File: config.mk
export PLATFORM = sky130hd
export DESIGN_NAME = shifter_unit
export DESIGN_NICKNAME = d
export VERILOG_FILES = /design/src/rtl/shifter_pkg.sv /design/src/rtl/barrel_rotator.sv /design/src/rtl/shifter_unit.sv
export SDC_FILE = /design/constraint.sdc
export NUM_CORES = 1
export LEC_CHECK = 0
export CAP_MARGIN = 20
export CORE_MARGIN = 2
export CORE_UTILIZATION = 55
export DETAILED_ROUTE_END_ITERATION = 10
export PLACE_DENSITY = 0.81
export SYNTH_ARGS = -nofsm -noshare
export SYNTH_HDL_FRONTEND = slang
export SYNTH_SLANG_ARGS = --single-unit
File: constraint.sdc
create_clock -name clk -period 5.53 [get_ports clk]
set_clock_uncertainty 0.05 [all_clocks]
set_input_delay 1.106 -clock clk [delete_from_list [all_inputs] [get_ports clk]]
set_output_delay 1.106 -clock clk [all_outputs]
set_load 0.02 [all_outputs]
File: src/rtl/shifter_pkg.sv
// Shared definitions for the pipelined ARM data-processing shifter.
// Holds operand-kind and shift-type codes, the stage-1 operation-class
// encoding, the stage-1 pipeline word and a small amount helper.
package shifter_pkg;

    localparam int DATA_W = 32;

    // Operand kinds presented on in_kind
    localparam logic [1:0] KIND_IMM_ROT   = 2'd0;
    localparam logic [1:0] KIND_SHIFT_IMM = 2'd1;
    localparam logic [1:0] KIND_SHIFT_REG = 2'd2;
    localparam logic [1:0] KIND_RSVD      = 2'd3;

    // Shift types presented on in_shift_type
    localparam logic [1:0] SH_LSL = 2'd0;
    localparam logic [1:0] SH_LSR = 2'd1;
    localparam logic [1:0] SH_ASR = 2'd2;
    localparam logic [1:0] SH_ROR = 2'd3;

    // What stage 2 does with the rotated word.
    //   PASS  : result = data,                 carry = cbit
    //   ROR   : result = rotated,              carry = rotated[31]
    //   SHR   : rotated, top amt bits := fill, carry = rotated[31]
    //   LSL   : rotated, low amt bits := 0,    carry = rotated[0]
    //   CONST : result = {32{fill}},           carry = cbit
    //   RRX   : {fill, rotated[30:0]},         carry = cbit
    typedef enum logic [2:0] {
        CLS_PASS  = 3'd0,
        CLS_ROR   = 3'd1,
        CLS_SHR   = 3'd2,
        CLS_LSL   = 3'd3,
        CLS_CONST = 3'd4,
        CLS_RRX   = 3'd5
    } op_class_e;

    // Decoded operation carried from stage 1 to stage 2
    typedef struct packed {
        op_class_e          cls;
        logic [4:0]         rot;   // rotate-right amount for the barrel
        logic [4:0]         amt;   // shift distance, used only for masking
        logic               fill;  // bit shifted in (ASR sign, RRX carry, const)
        logic               cbit;  // carry when it is not taken from the rotator
        logic [DATA_W-1:0]  data;  // operand to be rotated
    } s1_word_t;

    // A left shift by n equals a right rotate by (32 - n) mod 32
    function automatic logic [4:0] lsl_rot(input logic [4:0] n);
        return 5'd0 - n;
    endfunction

endpackage

File: src/rtl/barrel_rotator.sv
// Combinational 32-bit rotate-right by a 5-bit amount, built as five
// mux levels (1, 2, 4, 8, 16).
// Ports:
//   data_in  : word to rotate
//   amount   : rotate-right distance 0..31
//   data_out : rotated word
module barrel_rotator
    import shifter_pkg::*;
(
    input  logic [DATA_W-1:0] data_in,
    input  logic [4:0]        amount,
    output logic [DATA_W-1:0] data_out
);

    logic [DATA_W-1:0] lvl0_s;
    logic [DATA_W-1:0] lvl1_s;
    logic [DATA_W-1:0] lvl2_s;
    logic [DATA_W-1:0] lvl3_s;

    assign lvl0_s   = amount[0] ? {data_in[0],     data_in[31:1]}   : data_in;
    assign lvl1_s   = amount[1] ? {lvl0_s[1:0],    lvl0_s[31:2]}    : lvl0_s;
    assign lvl2_s   = amount[2] ? {lvl1_s[3:0],    lvl1_s[31:4]}    : lvl1_s;
    assign lvl3_s   = amount[3] ? {lvl2_s[7:0],    lvl2_s[31:8]}    : lvl2_s;
    assign data_out = amount[4] ? {lvl3_s[15:0],   lvl3_s[31:16]}   : lvl3_s;

endmodule

File: src/rtl/shifter_unit.sv
// Two-stage pipelined ARM data-processing shifter (shifter_operand and
// shifter_carry_out). Stage 1 decodes the operand kind, shift type and
// amount into a rotate amount, an operation class and fill/carry bits,
// resolving every out-of-range case. Stage 2 rotates, masks and selects
// the carry. Valid/ready on both sides, one operation per cycle.
// Ports:
//   clk, reset_n              : clock, synchronous active-low reset
//   in_valid / in_ready       : request handshake
//   in_kind, in_shift_type    : operand form and shift type
//   in_amount                 : shifter_mux output (low bits used by kind)
//   in_imm8, in_rm, in_carry  : immediate_8, Rm, CPSR C
//   out_valid / out_ready     : result handshake
//   out_result, out_carry     : shifter_operand, shifter_carry_out
module shifter_unit
    import shifter_pkg::*;
#(
    parameter int WIDTH = 32
) (
    input  logic             clk,
    input  logic             reset_n,
    input  logic             in_valid,
    output logic             in_ready,
    input  logic [1:0]       in_kind,
    input  logic [1:0]       in_shift_type,
    input  logic [WIDTH-1:0] in_amount,
    input  logic [7:0]       in_imm8,
    input  logic [WIDTH-1:0] in_rm,
    input  logic             in_carry,
    output logic             out_valid,
    input  logic             out_ready,
    output logic [WIDTH-1:0] out_result,
    output logic             out_carry
);

    logic              s1_valid_r;
    s1_word_t          s1_r;
    s1_word_t          dec_s;
    logic              out_valid_r;
    logic [DATA_W-1:0] out_result_r;
    logic              out_carry_r;
    logic              out_adv_s;
    logic [4:0]        imm_rot_s;
    logic [4:0]        n_s;
    logic [7:0]        s_amt_s;
    logic              s_ge32_s;
    logic              s_eq32_s;
    logic [DATA_W-1:0] rot_s;
    logic [DATA_W-1:0] shr_mask_s;
    logic [DATA_W-1:0] lsl_mask_s;
    logic [DATA_W-1:0] s2_result_s;
    logic              s2_carry_s;
    logic              unused_amount_s;

    // Output register may take a new word when empty or being drained
    assign out_adv_s = !out_valid_r || out_ready;
    assign in_ready  = !s1_valid_r || out_adv_s;

    assign out_valid  = out_valid_r;
    assign out_result = out_result_r;
    assign out_carry  = out_carry_r;

    assign imm_rot_s = {in_amount[3:0], 1'b0};
    assign n_s       = in_amount[4:0];
    assign s_amt_s   = in_amount[7:0];
    assign s_ge32_s  = |s_amt_s[7:5];
    assign s_eq32_s  = (s_amt_s == 8'd32);

    assign unused_amount_s = ^in_amount[WIDTH-1:8];

    // Stage-1 decode: fold every form into (class, rotate, mask, fill, carry)
    always_comb begin
        dec_s.cls  = CLS_PASS;
        dec_s.rot  = 5'd0;
        dec_s.amt  = 5'd0;
        dec_s.fill = 1'b0;
        dec_s.cbit = in_carry;
        dec_s.data = in_rm;
        case (in_kind)
            KIND_IMM_ROT: begin
                dec_s.data = {24'd0, in_imm8};
                if (imm_rot_s == 5'd0) begin
                    dec_s.cls  = CLS_PASS;
                end else begin
                    dec_s.cls = CLS_ROR;
                    dec_s.rot = imm_rot_s;
                end
            end
            KIND_SHIFT_IMM: begin
                // n == 0 encodes LSL #0, LSR #32, ASR #32 and RRX
                case (in_shift_type)
                    SH_LSL: begin
                        if (n_s == 5'd0) begin
                            dec_s.cls = CLS_PASS;
                        end else begin
                            dec_s.cls = CLS_LSL;
                            dec_s.rot = lsl_rot(n_s);
                            dec_s.amt = n_s;
                        end
                    end
                    SH_LSR: begin
                        if (n_s == 5'd0) begin
                            dec_s.cls  = CLS_CONST;
                            dec_s.cbit = in_rm[31];
                        end else begin
                            dec_s.cls = CLS_SHR;
                            dec_s.rot = n_s;
                            dec_s.amt = n_s;
                        end
                    end
                    SH_ASR: begin
                        dec_s.fill = in_rm[31];
                        if (n_s == 5'd0) begin
                            dec_s.cls  = CLS_CONST;
                            dec_s.cbit = in_rm[31];
                        end else begin
                            dec_s.cls = CLS_SHR;
                            dec_s.rot = n_s;
                            dec_s.amt = n_s;
                        end
                    end
                    SH_ROR: begin
                        if (n_s == 5'd0) begin
                            dec_s.cls  = CLS_RRX;
                            dec_s.rot  = 5'd1;
                            dec_s.fill = in_carry;
                            dec_s.cbit = in_rm[0];
                        end else begin
                            dec_s.cls = CLS_ROR;
                            dec_s.rot = n_s;
                        end
                    end
                    default: dec_s.cls = CLS_PASS;
                endcase
            end
            KIND_SHIFT_REG: begin
                if (s_amt_s == 8'd0) begin
                    dec_s.cls = CLS_PASS;
                end else begin
                    case (in_shift_type)
                        SH_LSL: begin
                            if (!s_ge32_s) begin
                                dec_s.cls = CLS_LSL;
                                dec_s.rot = lsl_rot(s_amt_s[4:0]);
                                dec_s.amt = s_amt_s[4:0];
                            end else begin
                                dec_s.cls  = CLS_CONST;
                                dec_s.cbit = s_eq32_s ? in_rm[0] : 1'b0;
                            end
                        end
                        SH_LSR: begin
                            if (!s_ge32_s) begin
                                dec_s.cls = CLS_SHR;
                                dec_s.rot = s_amt_s[4:0];
                                dec_s.amt = s_amt_s[4:0];
                            end else begin
                                dec_s.cls  = CLS_CONST;
                                dec_s.cbit = s_eq32_s ? in_rm[31] : 1'b0;
                            end
                        end
                        SH_ASR: begin
                            dec_s.fill = in_rm[31];
                            if (!s_ge32_s) begin
                                dec_s.cls = CLS_SHR;
                                dec_s.rot = s_amt_s[4:0];
                                dec_s.amt = s_amt_s[4:0];
                            end else begin
                                dec_s.cls  = CLS_CONST;
                                dec_s.cbit = in_rm[31];
                            end
                        end
                        SH_ROR: begin
                            // Multiples of 32 leave rm intact but carry out bit 31
                            if (s_amt_s[4:0] == 5'd0) begin
                                dec_s.cls  = CLS_PASS;
                                dec_s.cbit = in_rm[31];
                            end else begin
                                dec_s.cls = CLS_ROR;
                                dec_s.rot = s_amt_s[4:0];
                            end
                        end
                        default: dec_s.cls = CLS_PASS;
                    endcase
                end
            end
            default: begin
                dec_s.cls  = CLS_PASS;
                dec_s.cbit = in_carry;
                dec_s.data = in_rm;
            end
        endcase
    end

    // Stage-1 register: loads whenever stage 1 is empty or draining forward
    always_ff @(posedge clk) begin
        if (!reset_n) begin
            s1_valid_r <= 1'b0;
            s1_r       <= '0;
        end else if (in_ready) begin
            s1_valid_r <= in_valid;
            if (in_valid) begin
                s1_r <= dec_s;
            end
        end
    end

    barrel_rotator u_rot (
        .data_in  (s1_r.data),
        .amount   (s1_r.rot),
        .data_out (rot_s)
    );

    assign shr_mask_s = 32'hFFFF_FFFF >> s1_r.amt;
    assign lsl_mask_s = 32'hFFFF_FFFF << s1_r.amt;

    // Stage-2 result and carry selection from the rotated word
    always_comb begin
        s2_result_s = s1_r.data;
        s2_carry_s  = s1_r.cbit;
        case (s1_r.cls)
            CLS_PASS: begin
                s2_result_s = s1_r.data;
                s2_carry_s  = s1_r.cbit;
            end
            CLS_ROR: begin
                s2_result_s = rot_s;
                s2_carry_s  = rot_s[31];
            end
            CLS_SHR: begin
                s2_result_s = (rot_s & shr_mask_s) | ({32{s1_r.fill}} & ~shr_mask_s);
                s2_carry_s  = rot_s[31];
            end
            CLS_LSL: begin
                s2_result_s = rot_s & lsl_mask_s;
                s2_carry_s  = rot_s[0];
            end
            CLS_CONST: begin
                s2_result_s = {32{s1_r.fill}};
                s2_carry_s  = s1_r.cbit;
            end
            CLS_RRX: begin
                s2_result_s = {s1_r.fill, rot_s[30:0]};
                s2_carry_s  = s1_r.cbit;
            end
            default: begin
                s2_result_s = s1_r.data;
                s2_carry_s  = s1_r.cbit;
            end
        endcase
    end

    // Output register: holds while the consumer stalls
    always_ff @(posedge clk) begin
        if (!reset_n) begin
            out_valid_r  <= 1'b0;
            out_result_r <= 32'd0;
            out_carry_r  <= 1'b0;
        end else if (out_adv_s) begin
            out_valid_r <= s1_valid_r;
            if (s1_valid_r) begin
                out_result_r <= s2_result_s;
                out_carry_r  <= s2_carry_s;
            end
        end
    end

endmodule

==> results.json, run 1 <==
{
  "startpoint": "out_ready",
  "stdcell_area_sq_mm": 0.00858,
  "ios": 116,
  "yosysTopAreaCell": "dfxtp_1",
  "fin_crit_ns": 3.53,
  "ir_drop_uv": 146,
  "critPathCaptureType": "output port",
  "syn_inst": 876,
  "synthArstFlopShare_pct": 0,
  "nets": 997,
  "vias": 7553,
  "grt_use_total_pct": 35.1,
  "setup_viol": 0,
  "rr_startpoint": "s1_r[40]",
  "synth.most_common_cell": "nand2_1",
  "fin_crit_sh_pct": 63.9,
  "drive_gt1_share_pct": 12.8,
  "critPathKind": "primary input to output port",
  "clk_transition_reported_paths_ns": 0.07,
  "grt_pass1_wl_mm": 39.0,
  "drv_cap": 0,
  "synth_edf_count": 0,
  "cts-resized-gates": 0,
  "grt_pass1_vias": 6717,
  "arrival_ns": 2.38,
  "ys_top_cells_by_count": "nand2_1, dfxtp_1, clkbuf_1",
  "drt_iter0_markers": 1103,
  "post_synth_main_area_contributors": "dfxtp_1, mux4_2, mux2i_1, nand2_1, o21ai_0",
  "rsz0062_at_grt": "false",
  "ys_seq_area_share_pct": 22.3,
  "relSlewSlack_pct": 23.0,
  "post_cts_buffers": 0,
  "startpoint_type": "primary input",
  "core_area_sq_mm": 0.0131,
  "worst-slew-pin-transition_ns": 1.15,
  "overflow": 0,
  "fin_ws_ns": 2.00,
  "syn_area_sq_mm": 0.00736,
  "setup_tns_ns": 0,
  "die_area_sq_mm": 0.0143,
  "antenna_found_initial": 0,
  "status": "complete, no violations",
  "start_util_pct": 56.0,
  "r2r_end": "out_result[30]",
  "ys_types": 68,
  "total_leakage_power_nw": 3.06,
  "path_max_fanout": 4,
  "cp-endpoint": "in_ready",
  "cts_made_buffers": 9,
  "dpl.hpwl_mm": 17.9,
  "numPortBuffers": 91,
  "hp-class": "flop to flop",
  "synth_ff_type": "dfxtp_1",
  "required_ns": 4.37,
  "n_antenna_cell": 0,
  "yosys_warnings": 0,
  "viasPerCell": 6.97,
  "reg2reg_slack_ns": 2.12,
  "whs_path_depth": 2,
  "avgSynthCellArea_sq_um": 8.40,
  "total_power_mw": 1.92,
  "post-place-ws_ns": 1.73,
  "drv_slew": 0,
  "r2r_cells": 7,
  "dr.pass1.iters": 7,
  "syn_nets": 970,
  "post_dp_cell_area_sq_mm": 0.00818,
  "ys_ff_latch": 82,
  "cts-root-buf": "clkbuf_16",
  "final.fill_count": 1145,
  "area_delta_synth_final_pct": 16.6,
  "routedWlPerCell_microns": 23.2,
  "routabilityCongestion": 1.03,
  "power_density_mw_per_mm2": 224,
  "clock_sinks": 82,
  "netlist.area_leader.share_pct": 22.3,
  "die_w_microns": 120,
  "htree_levels": 3,
  "cts_hold_buf": 0,
  "cts_buffer_depth": 2,
  "clkLatencyLatePin_ns": 0.36,
  "max_freq_ghz": 0.283,
  "grt_max_degree": 57,
  "core.rowCount": 42,
  "die_h_microns": 120,
  "ant_nets": 0,
  "cts_tree": "built",
  "wirelength_mm": 25.1,
  "hold_viol": 0,
  "route.detailed.drc": 0
}
## kinds of logic (layout without fill, tap and decap cells)
logic type / count (synthesis) / after routing / synth area share (%)
AOI/OAI and AO/OA: 291 / 291 / 27.8
and+or+nand+nor: 258 / 258 / 17.1
muxes: 121 / 121 / 23.8
buffers and inverters: 109 / 141 / 6.55
DFF: 82 / 82 / 22.3
adders and majority gates: 13 / 13 / 2.21
xor gates and xnor gates: 2 / 2 / 0.238
## per-layer routing
layer / up-vias / global-route usage, % / share of wire [%]
met5: - / 0 / 0
met1: 3551 / 51.5 / 42
met3: 88 / 5.75 / 11
li1: 3382 / - / -
met2: 532 / 50.6 / 42
met4: 0 / 15.9 / 4.8
## registers in the layout (all words and copies together), names as in the netlist
name / cells
out_result: 32
s1_valid_r: 1
s1_r: 47
out_carry: 1
out_valid: 1
## critical path, stage by stage
cell and delay, ns:
clkdlybuf4s50_1 0.48, nand3b_1 0.16, clkdlybuf4s50_1 0.63
## power breakdown
part           internal, mW  total (mW)  leakage (nW)  switching, mW
clock                 0.501       0.758         0.183          0.258
sequential            0.627       0.694         0.674         0.0667
combinational         0.219       0.468          2.21          0.248
## through the flow
| step | hold slack, ns | cells | util (%) |
|---|---|---|---|
| after floorplan | 0.407 | 876 | - |
| after global placement | 0.417 | 1067 | 62.2 |
| after detailed placement | 0.427 | 1067 | 62.2 |
| after CTS | 0.435 | 1083 | 65.1 |
| after global routing | 0.444 | 1084 | 65.3 |
| final | 0.432 | 1084 | 65.3 |
## cells in the final DEF, fill, tap and decap left out, types with 4 or more instances in the layout
master,count
or2_2,7
and3_1,4
mux2i_1,52
bufinv_16,4
and2_1,12
a31oi_1,14
clkbuf_16,10
dfxtp_1,79
nand3b_1,30
o211a_1,9
inv_1,17
mux4_2,37
ha_1,13
o21a_1,4
o221ai_1,30
mux2_2,26
o211ai_1,10
o21ai_1,7
o31ai_1,11
nand2_1,90
nor2b_1,11
clkdlybuf4s50_1,90
nand2b_1,6
nand3_1,8
a21o_1,4
a22oi_1,17
nor3_1,12
or3_1,4
buf_4,13
a22o_1,8
a211oi_1,5
a221oi_2,6
a21oi_1,41
nor2_1,62
a21boi_0,27
o21ai_0,65
## cell type report
type / instances / area, sq um / share of cell area, %
Timing Repair Buffer: 105 / 1030 / 12.0
Clock inverter: 6 / 138 / 1.60
Multi-Input combinational cell: 685 / 5230 / 61.0
Inverter: 20 / 75.1 / 0.875
Clock buffer: 10 / 239 / 2.79
Sequential cell: 82 / 1650 / 19.2
Tap cell: 176 / 220 / 2.57
## worst min-delay path by stage
stage / from / end / slack, ns
after global placement: s1_r[44] / s1_r[44] / 0.42
after CTS: s1_r[44] / s1_r[44] / 0.44
final: s1_r[44] / s1_r[44] / 0.43
after detailed placement: s1_r[44] / s1_r[44] / 0.43
after floorplan: s1_valid_r / out_valid / 0.41
after global routing: s1_r[44] / s1_r[44] / 0.44
Power figures use the tool's default switching activity.
==> run 2, diff against run 1 <==
Clock period 5.53 ns to 3.5 ns, I/O delays scaled along.
==> run 2 against run 1 <==
  * Sequential share of layout area down 0.12 points
  * Cell area up 0.64%
  * Sequential cell count unchanged
  * Sequential power up 57%
  * Global-route usage down 0.40 points
  * Power up 51%
  * Register-to-register slack worse by 1.5 ns
  * Highest routed layer unchanged
==> results.json, run 2 (synthesis gave the netlist of run 1 again) <==
{
  "largest_register_ff_count": 47,
  "core_area_sq_mm": 0.0131,
  "relSlewSlack_pct": 39.7,
  "drv_slew": 0,
  "nets": 1010,
  "grt_pass1_vias": 6841,
  "dr.pass1.iters": 8,
  "wirelength_mm": 25.1,
  "cts_tree": "built",
  "antenna_found_initial": 1,
  "fin_crit_sh_pct": 84.8,
  "grt_pass1_wl_mm": 38.7,
  "drt_iter0_markers": 1141,
  "power_density_mw_per_mm2": 336,
  "vias": 7655,
  "die_area_sq_mm": 0.0143,
  "r2r_cells": 7,
  "grt_max_degree": 52,
  "r2r_end": "out_carry",
  "grt_use_total_pct": 34.7,
  "route.detailed.drc": 0,
  "arrival_ns": 3.16,
  "die_h_microns": 120,
  "min_from": "out_result[0]",
  "hold_viol": 0,
  "htree_levels": 3,
  "clkLatencyLatePin_ns": 0.35,
  "cts-root-buf": "clkbuf_16",
  "cts-resized-gates": 0,
  "total_leakage_power_nw": 3.11,
  "start_util_pct": 56.0,
  "hp-class": "flop to flop",
  "cts_hold_buf": 0,
  "regMostFlops": "s1_r",
  "worstHoldEndpoint": "out_result[0]",
  "routedWlPerCell_microns": 22.9,
  "numPortBuffers": 91,
  "critPathCaptureType": "flop",
  "clk_transition_reported_paths_ns": 0.06,
  "whs_path_depth": 2,
  "cts_made_buffers": 9,
  "max_freq_ghz": 0.337,
  "required_ns": 3.70,
  "drv_cap": 0,
  "reg2reg_slack_ns": 0.67,
  "core.rowCount": 42,
  "die_w_microns": 120,
  "area_delta_synth_final_pct": 17.4,
  "status": "complete, no violations",
  "clock_sinks": 82,
  "critPathKind": "primary input to flop",
  "drive_gt1_share_pct": 13.9,
  "path_max_fanout": 8,
  "startpoint_type": "primary input",
  "final_cell_mix": "nand2_1, clkdlybuf4s50_1, dfxtp_1",
  "rsz0062_at_grt": "false",
  "post_cts_buffers": 0,
  "ir_drop_uv": 197,
  "viasPerCell": 6.98,
  "worst-slew-pin-transition_ns": 0.903,
  "final.fill_count": 1101,
  "setup_viol": 0,
  "overflow": 0,
  "cts_buffer_depth": 2,
  "ios": 116,
  "rr_startpoint": "s1_r[42]",
  "routabilityCongestion": 1.01,
  "post_dp_cell_area_sq_mm": 0.00831,
  "ant_nets": 0,
  "n_antenna_cell": 0,
  "dpl.hpwl_mm": 18.3,
  "stdcell_area_sq_mm": 0.00863,
  "fin_crit_ns": 2.97,
  "setup_tns_ns": 0
}
run 2: cell count changes in the layout (fill, tap and decap cells not counted), sizes merged:
cell,change
clkinv,-1
bufinv,-2
inv,+1
buf,+14
run 2: worst max path at each step:
| stage | startpoint | to | depth (start not counted) |
|---|---|---|---|
| finish | in_amount[1] | s1_r[41] | 9 |
| global route | in_amount[1] | s1_r[37] | 10 |
| CTS | in_amount[1] | s1_r[41] | 9 |
| detailed placement | in_amount[1] | s1_r[41] | 9 |
| global placement | in_amount[1] | s1_r[41] | 9 |
| floorplan | in_amount[2] | s1_r[40] | 8 |
run 2: layout make-up:
cell class                 count  area, sq um  area share (%)
tap                          176          220            2.55
clock inverter                 4         73.8           0.855
clock buffer                  11          253            2.93
inverter                      20         75.1           0.870
timing repair buffer         118         1130            13.1
sequential                    82         1650            19.1
multi-input combinational    685         5230            60.6
run 2: critical path: stages:
cell and delay [ns]:
clkdlybuf4s50_1 0.50, inv_1 0.11, ha_1 0.17, or4b_1 0.61, o211ai_1 0.40, o21ai_0 0.15
a22oi_1 0.25, o31ai_1 0.09, and2_1 0.18
run 2: power by group:
part	leakage [nW]	switching (mW)	internal [mW]	total, mW
combinational	2.27	0.399	0.354	0.753
sequential	0.674	0.101	0.991	1.09
clock	0.162	0.393	0.661	1.05
run 2: metrics by stage:
stage	util (%)	worst slack, ns	std cells	hold WS [ns]	power [mW]
after detailed placement	63.2	0.241	1081	0.415	1.84
final	65.7	0.531	1096	0.420	2.90
after global routing	65.7	0.323	1096	0.456	3.00
after CTS	65.7	0.600	1096	0.425	2.88
after global placement	63.2	0.300	1081	0.418	1.83
after floorplan	-	1.06	876	0.407	1.54
run 2: per-layer routing:
metal / global-route usage (%) / share of wire (%) / vias to the layer above
met5: 0 / 0 / -
met4: 17.3 / 5.2 / 0
met3: 6.94 / 12 / 92
met2: 51.6 / 43 / 562
met1: 48.2 / 40 / 3588
li1: - / - / 3413
==> run 3, diff against run 2 <==
Clock period 3.5 ns to 2.75 ns, I/O delays scaled along.
==> run 3 against run 2 <==
  * Hold slack better by 0.011 ns
  * Setup slack got worse by 0.47 ns
  * Combinational power is 35% higher
  * First-iteration DRC count grew 3.3%
  * Critical path depth shrank 3
  * Sequential power rose by 27%
  * Cell area increased by 3.9%
  * Sequential share of layout area shrank 0.72 points
  * Die area stayed put
  * Count of clock-buffer cells in the layout is 1 lower
  * Via count up 2.1%
  * Largest cell class unchanged
  * Largest power group unchanged
  * Highest routed layer unchanged
==> results.json, run 3 (synthesis gave the netlist of run 1 again) <==
{
  "status": "complete, no violations",
  "grt_use_total_pct": 35.7,
  "final_cell_mix": "nand2_1, clkdlybuf4s50_1, dfxtp_1",
  "grt_max_degree": 52,
  "core_area_sq_mm": 0.0131,
  "routedWlPerCell_microns": 22.5,
  "die_w_microns": 120,
  "largest_register_ff_count": 47,
  "cts_made_buffers": 9,
  "whs_path_depth": 2,
  "rr_startpoint": "s1_r[40]",
  "critPathCaptureType": "flop",
  "post_cts_buffers": 0,
  "ant_nets": 0,
  "cts_hold_buf": 0,
  "overflow": 0,
  "regMostFlops": "s1_r",
  "die_h_microns": 120,
  "fin_crit_sh_pct": 97.7,
  "critPathKind": "flop to flop",
  "max_freq_ghz": 0.372,
  "reg2reg_slack_ns": 0.06,
  "drt_iter0_markers": 1179,
  "viasPerCell": 6.88,
  "power_density_mw_per_mm2": 407,
  "wirelength_mm": 25.5,
  "relSlewSlack_pct": 44.3,
  "holdWs_ns": 0.431,
  "cts_buffer_depth": 2,
  "die_area_sq_mm": 0.0143,
  "antenna_found_initial": 0,
  "htree_levels": 3,
  "dpl.hpwl_mm": 18.8,
  "met2RoutedLength_mm": 10.8,
  "cts-resized-gates": 0,
  "cts_tree": "built",
  "grt_pass1_vias": 7177,
  "required_ns": 2.91,
  "wl_met1_mm": 10.5,
  "clkLatencyLatePin_ns": 0.35,
  "routed.top_layer": "met4",
  "rsz0062_at_grt": "false",
  "post-place-ws_ns": -0.167,
  "ios": 116,
  "r2r_end": "out_result[4]",
  "area_delta_synth_final_pct": 21.9,
  "routabilityCongestion": 1.01,
  "worstHoldEndpoint": "out_result[0]",
  "arrival_ns": 2.85,
  "met3_length_mm": 3.07,
  "hold_viol": 0,
  "startpoint_type": "flop",
  "r2r_cells": 6,
  "path_max_fanout": 15,
  "drv_slew": 0,
  "start_util_pct": 56.0,
  "clk_transition_reported_paths_ns": 0.06,
  "total_leakage_power_nw": 3.31,
  "numPortBuffers": 91,
  "core.rowCount": 42,
  "worst-slew-pin-transition_ns": 0.835,
  "drive_gt1_share_pct": 17.7,
  "ir_drop_uv": 322,
  "cts-root-buf": "clkbuf_16",
  "route.detailed.drc": 0,
  "vias": 7815,
  "n_antenna_cell": 0,
  "nets": 1049,
  "drv_cap": 0,
  "final.fill_count": 1076,
  "clock_sinks": 82,
  "dr.pass1.iters": 6,
  "setup_viol": 0,
  "grt_pass1_wl_mm": 39.8,
  "hp-class": "flop to flop",
  "min_from": "out_result[0]",
  "fin_ws_ns": 0.0627,
  "fin_crit_ns": 2.69
}
==> run 3: cell count changes in the layout (fill, tap and decap cells not counted), sizes merged <==
cell      previous run  this run
clkinvlp             0         1
clkinv               3         5
buf                 28        67
clkbuf              11        10
bufinv               2         1
==> run 3: through the flow <==
step	util (%)	cells	power (mW)	area [sq um]	TNS, ns
after CTS	68.2	1136	3.62	8950	0
after floorplan	-	876	1.97	7360	0
after detailed placement	65.8	1120	2.38	8650	-0.875
after global placement	65.8	1120	2.37	8650	-0.309
after global routing	68.3	1136	3.77	8970	0
final	68.3	1136	3.65	8970	0
==> run 3: power breakdown <==
part | switching [mW] | leakage, nW | internal (mW)
registers | 0.114 | 0.674 | 1.26
clock network | 0.525 | 0.149 | 0.730
logic | 0.533 | 2.49 | 0.490
==> run 3: critical path: stages, from the launching register on <==
cell and delay, ns:
dfxtp_2 0.52, buf_12 0.21, mux4_2 0.51, mux2i_1 0.44, nor2_1 0.07, o311ai_0 0.60, a21oi_1 0.14
==> run 3: metal layers <==
metal  global-route usage (%)  vias up
met5                        0        -
met4                     15.7        0
li1                         -     3499
met3                     7.89       88
met2                     52.1      565
met1                     50.6     3663
==> run 3: layout make-up <==
| class | instances | area (sq um) | area share (%) |
|---|---|---|---|
| Inverter | 20 | 75.1 | 0.837 |
| Clock buffer | 10 | 239 | 2.66 |
| Clock inverter | 6 | 65.1 | 0.725 |
| Multi-Input combinational cell | 685 | 5250 | 58.5 |
| Tap cell | 176 | 220 | 2.46 |
| Sequential cell | 82 | 1650 | 18.3 |
| Timing Repair Buffer | 157 | 1480 | 16.5 |
==> run 3: worst max-delay path by stage <==
stage / startpoint / end / slack, ns / cells after the start
after detailed placement: in_amount[1] / s1_r[36] / -0.17 / 10
final: s1_r[40] / out_result[4] / 0.06 / 6
after global routing: s1_r[40] / out_result[4] / 0.03 / 6
after floorplan: in_amount[2] / s1_r[40] / 0.46 / 8
after CTS: s1_r[40] / out_result[22] / 0.10 / 7
after global placement: in_amount[0] / s1_r[35] / -0.07 / 10
